<file path="src/rtl/regfile_fifo_nxm.sv">
// Show-ahead synchronous FIFO over a 2^AW x DW register file with an occupancy counter,
// full/empty, programmable almost-full/almost-empty flags and sticky overflow/underflow errors.
module regfile_fifo_nxm #(
    parameter int AW        = 3,
    parameter int DW        = 8,
    parameter int AFULL_TH  = 6,
    parameter int AEMPTY_TH = 1
) (
    input  logic          clk,
    input  logic          rst_n,
    input  logic          wen_i,
    input  logic [DW-1:0] wdata_i,
    input  logic          ren_i,
    output logic [DW-1:0] rdata_o,
    output logic          full_o,
    output logic          empty_o,
    output logic          afull_o,
    output logic          aempty_o,
    output logic [AW:0]   level_o,
    output logic          ovf_o,
    output logic          udf_o,
    input  logic          clr_err_i
);
    localparam int DEPTH = 1 << AW;
    localparam logic [AW:0]   DEPTH_LV  = (AW+1)'(DEPTH);
    localparam logic [AW:0]   AFULL_LV  = (AW+1)'(AFULL_TH);
    localparam logic [AW:0]   AEMPTY_LV = (AW+1)'(AEMPTY_TH);
    localparam logic [AW:0]   LV_ONE    = (AW+1)'(1);
    localparam logic [AW-1:0] PTR_ONE   = AW'(1);

    logic [DW-1:0]    mem_reg [DEPTH];
    logic [AW-1:0]    wptr_reg, wptr_next;
    logic [AW-1:0]    rptr_reg, rptr_next;
    logic [AW:0]      level_reg, level_next;
    logic             ovf_reg, ovf_next;
    logic             udf_reg, udf_next;
    logic             push_ok, pop_ok;
    logic [DEPTH-1:0] entry_we;

    // A push while full is only legal because the simultaneous pop frees the head slot.
    assign push_ok = wen_i & (~full_o | ren_i);
    assign pop_ok  = ren_i & ~empty_o;

    genvar gi;
    generate
        for (gi = 0; gi < DEPTH; gi++) begin : g_we
            assign entry_we[gi] = push_ok & (wptr_reg == AW'(gi));
        end
    endgenerate

    always_ff @(posedge clk) begin
        for (int i = 0; i < DEPTH; i++) begin
            if (entry_we[i]) mem_reg[i] <= wdata_i;
        end
    end

    always_comb begin
        wptr_next  = push_ok ? wptr_reg + PTR_ONE : wptr_reg;
        rptr_next  = pop_ok  ? rptr_reg + PTR_ONE : rptr_reg;
        level_next = level_reg;
        case ({push_ok, pop_ok})
            2'b10:   level_next = level_reg + LV_ONE;
            2'b01:   level_next = level_reg - LV_ONE;
            default: level_next = level_reg;
        endcase
        // Setting an error takes priority over clearing it in the same cycle.
        ovf_next = ovf_reg;
        if (wen_i & full_o & ~ren_i) ovf_next = 1'b1;
        else if (clr_err_i)          ovf_next = 1'b0;
        udf_next = udf_reg;
        if (ren_i & empty_o)         udf_next = 1'b1;
        else if (clr_err_i)          udf_next = 1'b0;
    end

    always_ff @(posedge clk) begin
        if (!rst_n) begin
            wptr_reg  <= '0;
            rptr_reg  <= '0;
            level_reg <= '0;
            ovf_reg   <= 1'b0;
            udf_reg   <= 1'b0;
        end else begin
            wptr_reg  <= wptr_next;
            rptr_reg  <= rptr_next;
            level_reg <= level_next;
            ovf_reg   <= ovf_next;
            udf_reg   <= udf_next;
        end
    end

    // Flags come only from the registered level, so no input reaches an output combinationally.
    assign full_o   = (level_reg == DEPTH_LV);
    assign empty_o  = (level_reg == '0);
    assign afull_o  = (level_reg >= AFULL_LV);
    assign aempty_o = (level_reg <= AEMPTY_LV);
    assign level_o  = level_reg;
    assign ovf_o    = ovf_reg;
    assign udf_o    = udf_reg;
    assign rdata_o  = empty_o ? '0 : mem_reg[rptr_reg];

endmodule

</file>
<file path="config.mk">
export PLATFORM = sky130hd
export DESIGN_NAME = regfile_fifo_nxm
export DESIGN_NICKNAME = d
export VERILOG_FILES = /design/src/rtl/regfile_fifo_nxm.sv
export SDC_FILE = /design/constraint.sdc
export NUM_CORES = 1
export LEC_CHECK = 0
export ABC_AREA = 1
export BUFFER_PORTS_ARGS = -buffer_cell sky130_fd_sc_hd__buf_2
export CORE_MARGIN = 5
export CORE_UTILIZATION = 59
export DETAILED_ROUTE_END_ITERATION = 10
export PLACE_DENSITY_LB_ADDON = 0.3
export SYNTH_ARGS = -nofsm -noshare
export SYNTH_HDL_FRONTEND = slang
export SYNTH_SLANG_ARGS = --single-unit
</file>
<file path="constraint.sdc">
create_clock -name clk -period 2.8 [get_ports clk]
set_input_delay 0.56 -clock clk [delete_from_list [all_inputs] [get_ports clk]]
set_output_delay 0.56 -clock clk [all_outputs]
set_load 0.005 [all_outputs]
</file>
==> summary.txt <==
status = finished, final reports clean
final setup vio count = 0
Die Height = 89.6 um
Non-Filler Instances = 524
CP Max Fanout = 12
cts hold-fix bufs = 0
period utilization = 84.2%
Port-buffer cells = 30
first-pass GRT wire length = 12,600 um
#FFs+latches synth = 79
critical path required time = 2240 ps
met3 Use GR = 5.02%
worst path arrival time = 1800 ps
routability congestion estimate from global placement = 0.850
Syn Std Cell Area = 3740 um2
full die area = 8030 um2
Crit path max-delay family = flip-flops
GR peak layer = met2
Slew headroom = 38.7%
Reg area = 2220 um2
crit path cell chain = buf_4 > nand3_1 > nand2_1 > nor2_1 > nor2_1 > buf_2
diode count = 0
worst slack, placed = 540 ps
startpoint type of the worst setup path = register
crit-path most repeated cell = nor2_1
dpl hpwl = 5110 um
Final ANT Viol Nets = 0
max cap viols = 0
Avg Cell Area, Syn = 9.28 um2
fraction of registers with async set/reset = 0%
flip-flop count of the largest register after layout = 64
Crit Reg-Reg Startpoint = level_o[0]$_SDFFE_PN0P_
Synth Warn # = 0
r2r worst-path depth = 10
CTS Root Cell = clkbuf_8
Clock Latency Late Sink = 350 ps
Ports = 31
vias in the first global route = 2,625
Cell Pwr Density = 793 nW/um2
Layout Nets = 468
Routed WL per cell = 14.8 um
post-CTS setup buffer count = 0
share of cells above drive strength 1 = 14.8%
core footprint = 6240 um2
P&R area growth vs syn = 11.4%
post-cts sizing count = 0
worst-margin pin slew = 916 ps
htree depth = 3
VDD IR-drop max = 0.512 mV
Starting DRT DRC Count = 144
LEAKAGE = 0.00197 uW
final instance area = 4170 um2
num rows = 29
area leader, netlist = edfxtp_1
GRT Total Usage = 21.5%
cell count after placement = 508
CP max stage cell = dfxtp_1
routed vias = 2,669
RSZ-0062 raised after global routing = false
CTS tree = built
Syn Inst Count = 403
Multi-input gate area = 1070 um2
Seq/Total Area, Yosys = 59.4%
Fmax achieved = 424 MHz
Buf/Inv on CP = 2
Max Slew Vio Count = 0
Initial Utilization = 59.9%
placed standard-cell area = 3970 um2
CP Class = register to output pin
ranking of synthesized cells by area = edfxtp_1 51%, nand2_1 9.9%, inv_1 8.2%, dfxtp_1 8.0%, nand3_1 6.0%
Synth Flop Type = edfxtp_1
Setup WS post-layout = 443 ps
Register-to-Register Setup Slack = 510 ps
Worst path depth = 6
# DRC = 0
Clock Skew = 6.77 ps
largest net degree at the start of global routing = 33
Yosys top cell area share = 51.4%
initial antenna violation count = 0
Crit. End Element = output pin
total grt overflow = 0
drt pass-1 iters = 4
crit path to = rdata_o[2]
HP Class = register to register
cts bufs inserted = 9
slowest stage delay, CP = 700 ps
vias per cell = 5.09
EDFF count, synth = 64
min Tclk post-route = 2360 ps
Longest Clk Path Bufs = 2
M1 GR Usage = 27.0%
Final Hold Violating Endpoints = 0
Crit Reg-Reg Endpoint = level_o[3]$_SDFFE_PN0P_
Synth Net Count = 429
WL final = 7770 um
chip width = 89.6 um
met2 usage = 36.0%
Yosys cell types = 24
CTS Sinks = 79
post-route setup TNS = 0 ps
clk slew on worst S/H paths = 70 ps
Fillers = 482
[worst register-to-register path, cell delays in order, from the launching register on]
cell and delay [ps]:
dfxtp_1 350, inv_1 170, ha_1 230, nand3_2 320, nand2_1 240, inv_2 80
ha_1 360, nor2_1 150, nand3_1 100, a21oi_1 140, nor2_1 50
[metrics by stage]
stage	hold slack (ps)	utilization [%]	power (uW)
2_1_floorplan	460	-	2170
3_3_place_gp	451	63.5	2410
3_5_place_dp	464	63.5	2440
4_1_cts	471	66.8	3330
5_1_grt	480	66.8	3500
6_report	470	66.8	3300
[cells by family (layout without fill, tap and decap cells)]
kind of cell             Yosys count  after routing  synth area share [%]
AND/OR/NAND/NOR                  194            194                  22.0
adder cells (fa/ha/maj)           13             13                  4.35
XOR/XNOR                           1              1                 0.234
flip-flops                        79             79                  59.4
AO/OA/AOI/OAI                     14             14                  1.97
buffers and inverters            102            146                  12.1
[Yosys cell counts, drive strengths merged, types with 2 or more instances]
cell type and count:
clkbuf 2, a21oi 9, buf 13, edfxtp 64, nor2 38, nand3 47, dfxtp 15, inv 87
nor3 7, o21ai 5, ha 13, nand2 101
[layout by cell type (no fill, tap or decap)]
cell type and count:
clkinv_1 2, nand2_1 99, xor2_1 1, clkinv_2 1
a21oi_1 8, dfxtp_1 15, inv_2 3, inv_1 82
nand3_1 45, edfxtp_1 64, clkbuf_8 9, clkbuf_1 2
buf_2 30, nand3_2 2, nor3_1 7, bufinv_16 2
nand2_4 1, nor2_2 1, nor2_1 37, a21oi_2 1
o21ai_0 4, o21ai_1 1, ha_1 13, inv_4 2
nand2_2 1, nand3b_1 1, buf_4 13
[where the power goes]
group          switching, uW  internal (uW)  total, uW
clock network            386            495        882
registers               85.1           1350       1430
logic                    628            363        991
[worst min path at each step]
stage / from / end / cells past startpoint
floorplan: ovf_o$_SDFFE_PN0P_ / ovf_o$_SDFFE_PN0P_ / 2
global placement: udf_o$_SDFFE_PN0P_ / udf_o$_SDFFE_PN0P_ / 2
detailed placement: ovf_o$_SDFFE_PN0P_ / ovf_o$_SDFFE_PN0P_ / 2
CTS: clr_err_i / udf_o$_SDFFE_PN0P_ / 4
global route: ovf_o$_SDFFE_PN0P_ / ovf_o$_SDFFE_PN0P_ / 2
finish: udf_o$_SDFFE_PN0P_ / udf_o$_SDFFE_PN0P_ / 2
[routing by layer]
layer / vias to the layer above / part of all wire [%]
li1: 1335 / -
met1: 1240 / 40
met2: 81 / 51
met3: 13 / 6.8
met4: 0 / 1.9
met5: - / 0
[cell type report]
cell class / count / area share (%)
clock inverter: 5 / 1.74
multi-input combinational: 222 / 25.6
tap: 77 / 2.31
clock buffer: 11 / 3.15
sequential: 79 / 53.3
inverter: 87 / 7.95
timing repair buffer: 43 / 5.94
Note: power is estimated with default switching activity, not from simulation.
